$ cat config.mk
export PLATFORM = sky130hd
export DESIGN_NAME = display_scan_ctrl_flat
export DESIGN_NICKNAME = d
export VERILOG_FILES = /design/src/rtl/display_scan_ctrl_pkg.sv /design/src/rtl/display_scan_ctrl_if.sv /design/src/rtl/display_scan_tick.sv /design/src/rtl/display_scan_ctrl.sv /design/src/flat_wrapper.sv
export SDC_FILE = /design/constraint.sdc
export NUM_CORES = 1
export LEC_CHECK = 0
export BUFFER_PORTS_ARGS = -buffer_cell sky130_fd_sc_hd__buf_2
export CAP_MARGIN = 10
export CORE_ASPECT_RATIO = 0.8
export CORE_MARGIN = 3
export CORE_UTILIZATION = 45
export CTS_BUF_LIST = sky130_fd_sc_hd__clkbuf_8
export DETAILED_ROUTE_END_ITERATION = 8
export GPL_ROUTABILITY_DRIVEN = 0
export HOLD_SLACK_MARGIN = 0.1
export PLACE_DENSITY = 0.67
export SYNTH_ARGS = -nofsm -noshare
export SYNTH_HDL_FRONTEND = slang
export SYNTH_SLANG_ARGS = --single-unit
$ cat constraint.sdc
create_clock -name i_clk -period 2.75 [get_ports i_clk]
set_input_delay 0.4125 -clock i_clk [delete_from_list [all_inputs] [get_ports i_clk]]
set_output_delay 0.4125 -clock i_clk [all_outputs]
set_load 0.05 [all_outputs]
$ cat src/rtl/display_scan_ctrl_pkg.sv
// Purpose: shared constants and sizing helpers for the display scan controller.
// Latency: n/a (declarations only).
// Backpressure: n/a.
package display_scan_ctrl_pkg;

   localparam int NIBBLE_W       = 4;   // one hex digit per scan slot
   localparam int DEF_NUM_DIGITS = 4;
   localparam int DEF_PRESCALE   = 4;

   // Prescale counter width; PRESCALE of 1 still keeps a 1-bit counter so the
   // register never collapses to zero width.
   function automatic int cnt_width(input int prescale);
      return (prescale > 1) ? $clog2(prescale) : 1;
   endfunction

endpackage

$ cat src/rtl/display_scan_ctrl_if.sv
// Purpose: value-load handshake plus scan outputs of the display scanner.
// Latency: n/a (wiring only).
// Backpressure: in_rdy low while a value is already waiting for a frame boundary.
// Signals: in_val/in_rdy/in_data load handshake, blank_lz blanking enable,
//          digit_bin/digit_sel/digit_blank per-slot outputs, frame_done frame marker.
interface display_scan_ctrl_if #(
   parameter int NUM_DIGITS = display_scan_ctrl_pkg::DEF_NUM_DIGITS
);
   import display_scan_ctrl_pkg::*;

   logic                           in_val;
   logic                           in_rdy;
   logic [NIBBLE_W*NUM_DIGITS-1:0] in_data;
   logic                           blank_lz;
   logic [NIBBLE_W-1:0]            digit_bin;
   logic [NUM_DIGITS-1:0]          digit_sel;
   logic                           digit_blank;
   logic                           frame_done;

   // Producer / display-side view
   modport master (
      output in_val, in_data, blank_lz,
      input  in_rdy, digit_bin, digit_sel, digit_blank, frame_done
   );

   // Scanner view
   modport slave (
      input  in_val, in_data, blank_lz,
      output in_rdy, digit_bin, digit_sel, digit_blank, frame_done
   );

endinterface

$ cat src/rtl/display_scan_tick.sv
// Purpose: prescaler plus digit-index counter that paces the display scan.
// Latency: outputs are combinational from the counter registers (zero cycles).
// Backpressure: none; free-running once out of reset.
// Ports: i_clk, i_rst_n (sync, active-low); o_idx current digit, o_tick last
//        cycle of a digit slot, o_frame_done last cycle of the last digit slot.
module display_scan_tick #(
   parameter  int NUM_DIGITS = display_scan_ctrl_pkg::DEF_NUM_DIGITS,
   parameter  int PRESCALE   = display_scan_ctrl_pkg::DEF_PRESCALE,
   localparam int IDX_W      = $clog2(NUM_DIGITS)
) (
   input  logic             i_clk,
   input  logic             i_rst_n,
   output logic [IDX_W-1:0] o_idx,
   output logic             o_tick,
   output logic             o_frame_done
);
   import display_scan_ctrl_pkg::*;

   localparam int               CNT_W    = cnt_width(PRESCALE);
   localparam logic [CNT_W-1:0] CNT_LAST = CNT_W'(PRESCALE - 1);
   localparam logic [IDX_W-1:0] IDX_LAST = IDX_W'(NUM_DIGITS - 1);

   logic [CNT_W-1:0] r_cnt;
   logic [IDX_W-1:0] r_idx;
   logic             w_tick;

   // With PRESCALE=1 CNT_LAST is 0 and the counter never leaves 0, so tick is
   // permanently high and the index steps every cycle.
   assign w_tick = (r_cnt == CNT_LAST);

   always_ff @(posedge i_clk) begin
      if (!i_rst_n) begin
         r_cnt <= '0;
         r_idx <= '0;
      end else if (w_tick) begin
         r_cnt <= '0;
         // explicit wrap: NUM_DIGITS need not be a power of two
         r_idx <= (r_idx == IDX_LAST) ? '0 : r_idx + IDX_W'(1);
      end else begin
         r_cnt <= r_cnt + CNT_W'(1);
      end
   end

   assign o_idx        = r_idx;
   assign o_tick       = w_tick;
   // held low while in reset so the frame marker never fires on stale state
   assign o_frame_done = i_rst_n & w_tick & (r_idx == IDX_LAST);

endmodule

$ cat src/rtl/display_scan_ctrl.sv
// Purpose: time-multiplexed hex display scanner feeding a seven-segment decoder.
// Latency: accepted value shows at the first frame boundary after acceptance.
// Backpressure: in_rdy drops while one value waits; it reopens after the swap.
// Ports: i_clk, i_rst_n (sync, active-low); io_bus carries the load handshake,
//        blank_lz, and the per-slot digit_bin/digit_sel/digit_blank/frame_done.
module display_scan_ctrl #(
   parameter int NUM_DIGITS = display_scan_ctrl_pkg::DEF_NUM_DIGITS,
   parameter int PRESCALE   = display_scan_ctrl_pkg::DEF_PRESCALE
) (
   input  logic                i_clk,
   input  logic                i_rst_n,
   display_scan_ctrl_if.slave  io_bus
);
   import display_scan_ctrl_pkg::*;

   localparam int IDX_W  = $clog2(NUM_DIGITS);
   localparam int DATA_W = NIBBLE_W * NUM_DIGITS;

   logic [DATA_W-1:0] r_disp;        // value currently being scanned out
   logic [DATA_W-1:0] r_pend;        // shadow value waiting for a frame boundary
   logic              r_pend_valid;

   logic [IDX_W-1:0]  w_idx;
   logic              w_tick;
   logic              w_frame_done;
   logic              w_in_rdy;
   logic              w_xfer;
   logic [DATA_W-1:0] w_disp_hi;     // disp shifted so the selected digit is nibble 0

   display_scan_tick #(
      .NUM_DIGITS (NUM_DIGITS),
      .PRESCALE   (PRESCALE)
   ) u_tick (
      .i_clk        (i_clk),
      .i_rst_n      (i_rst_n),
      .o_idx        (w_idx),
      .o_tick       (w_tick),
      .o_frame_done (w_frame_done)
   );

   assign w_in_rdy = i_rst_n & ~r_pend_valid;
   assign w_xfer   = io_bus.in_val & w_in_rdy;

   // A transfer can only happen with r_pend_valid clear, so it never competes
   // with a swap; a value accepted on a frame_done edge lands in pend and waits
   // for the next boundary.
   always_ff @(posedge i_clk) begin
      if (!i_rst_n) begin
         r_disp       <= '0;
         r_pend       <= '0;
         r_pend_valid <= 1'b0;
      end else begin
         if (w_frame_done && r_pend_valid) begin
            r_disp       <= r_pend;
            r_pend_valid <= 1'b0;
         end
         if (w_xfer) begin
            r_pend       <= io_bus.in_data;
            r_pend_valid <= 1'b1;
         end
      end
   end

   assign w_disp_hi = r_disp >> (w_idx * NIBBLE_W);

   assign io_bus.in_rdy      = w_in_rdy;
   assign io_bus.frame_done  = w_frame_done;
   assign io_bus.digit_bin   = w_disp_hi[NIBBLE_W-1:0];
   assign io_bus.digit_sel   = NUM_DIGITS'(1) << w_idx;
   // After the shift only digits idx..NUM_DIGITS-1 remain, so a zero result
   // means every digit from here upward is zero. Digit 0 always shows.
   assign io_bus.digit_blank = io_bus.blank_lz & (w_idx != '0) & (w_disp_hi == '0);

   // The frame boundary is by construction the last slot tick.
   a_frame_on_tick : assert property (@(posedge i_clk) disable iff (!i_rst_n)
                                      w_frame_done |-> w_tick);

endmodule

$ cat src/flat_wrapper.sv
// flat-port wrapper written by rule: the top's interface ports become plain ports
module display_scan_ctrl_flat import display_scan_ctrl_pkg::*;
#(
   parameter int NUM_DIGITS = display_scan_ctrl_pkg::DEF_NUM_DIGITS,
   parameter int PRESCALE   = display_scan_ctrl_pkg::DEF_PRESCALE
)
  (i_clk, i_rst_n, io_bus_in_val, io_bus_in_data, io_bus_blank_lz, io_bus_in_rdy, io_bus_digit_bin, io_bus_digit_sel, io_bus_digit_blank, io_bus_frame_done);
  display_scan_ctrl_if #(.NUM_DIGITS(NUM_DIGITS)) io_bus_i ();
  input  logic i_clk;
  input  logic i_rst_n;
  input wire logic [$bits(io_bus_i.in_val)-1:0] io_bus_in_val;
  input wire logic [$bits(io_bus_i.in_data)-1:0] io_bus_in_data;
  input wire logic [$bits(io_bus_i.blank_lz)-1:0] io_bus_blank_lz;
  output wire logic [$bits(io_bus_i.in_rdy)-1:0] io_bus_in_rdy;
  output wire logic [$bits(io_bus_i.digit_bin)-1:0] io_bus_digit_bin;
  output wire logic [$bits(io_bus_i.digit_sel)-1:0] io_bus_digit_sel;
  output wire logic [$bits(io_bus_i.digit_blank)-1:0] io_bus_digit_blank;
  output wire logic [$bits(io_bus_i.frame_done)-1:0] io_bus_frame_done;
  assign io_bus_i.in_val = io_bus_in_val;
  assign io_bus_i.in_data = io_bus_in_data;
  assign io_bus_i.blank_lz = io_bus_blank_lz;
  assign io_bus_in_rdy = io_bus_i.in_rdy;
  assign io_bus_digit_bin = io_bus_i.digit_bin;
  assign io_bus_digit_sel = io_bus_i.digit_sel;
  assign io_bus_digit_blank = io_bus_i.digit_blank;
  assign io_bus_frame_done = io_bus_i.frame_done;
  display_scan_ctrl #(.NUM_DIGITS(NUM_DIGITS), .PRESCALE(PRESCALE)) u_core (.i_clk(i_clk), .i_rst_n(i_rst_n), .io_bus(io_bus_i));
endmodule
==> out/results.tsv <==
metric	value	unit
core region area	3240	sq um
Clock Latency Late Sink	300	ps
First-pass DRT Iterations	4	
initial antenna violation count	0	
syn_nets	206	
TritonCTS clock tree	built	
CP delay by family, top	multiplexers	
Period minus WS final	2620	ps
cts bufs inserted	5	
die area	4300	sq um
wirelength, routed	3.28	mm
Buffers on Ports	30	
Avg Vias per Cell	5.12	
Max Transition Viols Final	0	
H-tree levels	2	
CTS sink cnt	37	
clock-pin slew on the worst setup and hold paths	80	ps
first-pass GRT wire length	5.36	mm
static leakage	0.813	nW
largest net degree at the start of global routing	31	
Post-Syn Instances	181	
setup TNS	0	ps
commonest non-fill, non-tap cells in the layout	nand2_1 (64), dfxtp_1 (36), buf_2 (30)	
drt drc	0	
WHS Path Cells	3	
IO Pins	31	
Yosys reg bits	37	
layout cell share with drive strength beyond 1	0.215	
slowest cell delay on critical path	560	ps
ordered cell list for the critical path	mux4_2, or2_4, a2111oi_4, buf_2	
number of synthesis warnings	0	
Buf/Inv on CP	1	
synth unique cells	26	
Post CTS Setup Buffer Count	0	
Req. time, crit path	2340	ps
die extent in x	72.6	um
post-route ant nets	0	
gr ovfl total	0	
r2r worst-path depth	4	
endpoints failing setup	0	
peak supply drop	0.000420	V
# rows	18	
pwr dens	601	nW/um^2
vias	1275	
hold_buf cts	0	
Tightest Hold Check Type	primary input to flop	
DRT iter0 DRCs	69	
commonest non-fill, non-tap cell in the layout	nand2_1	
Final HPWL DP	2.27	mm
number of diodes	0	
Netlist Area Pre-Place	1600	sq um
CP Data Arrival Time	2210	ps
Initial Utilization	0.492	
Tot Pwr	0.00113	W
Worst Setup Path Type	flop to primary output	
Synth Area per Inst	8.81	sq um
Worst path depth	4	
Tcrit/Tclk final	0.954	
Slew headroom	0.563	
max-capacitance violation count	0	
Area Growth Syn to Fin	17.3	%
All-Layer GR Usage	0.165	
Startpoint Class	flop	
final hold vios	0	
Max FO, Critical Path	12	
Max Root-Sink Buffers	2	
worst clock skew	10.4	ps
CP endpoint kind	primary output	
Filler Cells Inserted	295	
CP max-delay cell	mux4_2	
post-DR wirelength/cell	13.2	um
Post-Layout Inst Area	1870	sq um
post-layout net count	233	
root buffer cell	clkbuf_8	
status	finished, final reports clean	
Die Height	59.3	um
RSZ-0062 raised after global routing	false	
sequential share of the synthesized area	0.464	
vias in the first global route	1178	
fmax	381	MHz
Placed Area	1760	sq um
worst-margin pin slew	655	ps
==> synthesized netlist by cell type (all sizes together) <==
library cell / count / share of area
nor2b: 3 / 0.012
nor4: 3 / 0.012
nand4: 1 / 0.0039
dfxtp: 37 / 0.46
inv: 2 / 0.0047
mux4: 4 / 0.061
mux2i: 2 / 0.013
and4: 1 / 0.0055
o41ai: 1 / 0.0055
and3b: 2 / 0.011
o211ai: 2 / 0.0094
nor3b: 1 / 0.0047
nor2: 3 / 0.0071
a21boi: 16 / 0.075
a2111oi: 1 / 0.017
nand2: 64 / 0.15
buf: 3 / 0.013
or2: 1 / 0.0055
and3: 1 / 0.0039
nand3: 16 / 0.050
nand3b: 1 / 0.0047
o21ai: 1 / 0.0031
ha: 5 / 0.039
clkbuf: 10 / 0.024
==> worst min-delay path: stages <==
cell and delay [ps]:
buf_2 70, nand2_1 40, nand2_1 40
==> sequential cells by signal, indices dropped and copies added, names as in the netlist <==
register,count
u_core.u_tick.o_idx,2
u_core.u_tick.r_cnt,2
u_core.r_disp,16
u_core.r_pend_valid,1
u_core.r_pend,16
==> final timing paths <==
kind | slack [ps] | endpoint | from
max | 130 | io_bus_digit_blank | u_core.u_tick.o_idx[0]
min | 300 | u_core.r_pend[0] | io_bus_in_data[0]
max reg2reg | 940 | u_core.r_disp[5] | u_core.u_tick.o_idx[1]
min reg2reg | 440 | u_core.u_tick.r_cnt[0] | u_core.u_tick.r_cnt[0]
==> kinds of logic after synthesis <==
group / count (synthesis) / synth area share
AOI/OAI and AO/OA: 21 / 0.111
adders and majority gates: 5 / 0.0392
buffers and inverters: 15 / 0.0416
DFF: 37 / 0.464
muxes: 6 / 0.0737
and+or+nand+nor: 97 / 0.271
==> repair_timing <==
item	in CTS	in global routing
resized for setup	1	0
setup endpoints to repair	1	0
hold endpoints to repair	0	0
==> routing by layer <==
layer	part of all wire	wire, um	up-vias	GRT usage
met2	0.43	1420	24	0.271
li1	-	-	662	-
met1	0.50	1660	584	0.203
met5	0	0	-	0
met4	0.012	38	0	0.0474
met3	0.050	165	5	0.0610
==> report_power, final <==
| part | internal, W | switching, W |
|---|---|---|
| clock network | 0.000268 | 0.000197 |
| logic | 0.0000365 | 0.0000500 |
| registers | 0.000558 | 0.0000153 |
| total | 0.000863 | 0.000262 |
==> area by class of cell <==
| type | count | area [sq um] | area share |
|---|---|---|---|
| clock inverters | 3 | 42.5 | 0.0227 |
| flip-flops and latches | 37 | 742 | 0.396 |
| multi-input cells | 129 | 788 | 0.421 |
| inverters | 2 | 7.51 | 0.00401 |
| repair buffers | 33 | 173 | 0.0922 |
| clock buffers | 5 | 68.8 | 0.0368 |
| well taps | 40 | 50.0 | 0.0267 |
==> stage by stage <==
stage	hold slack (ps)	util	instances	setup WS [ps]
6_report	295	0.577	249	127
5_1_grt	296	0.577	249	26.0
3_3_place_gp	413	0.542	241	375
4_1_cts	289	0.577	249	121
2_1_floorplan	403	-	181	179
3_5_place_dp	443	0.542	241	288
Power figures use the tool's default switching activity.
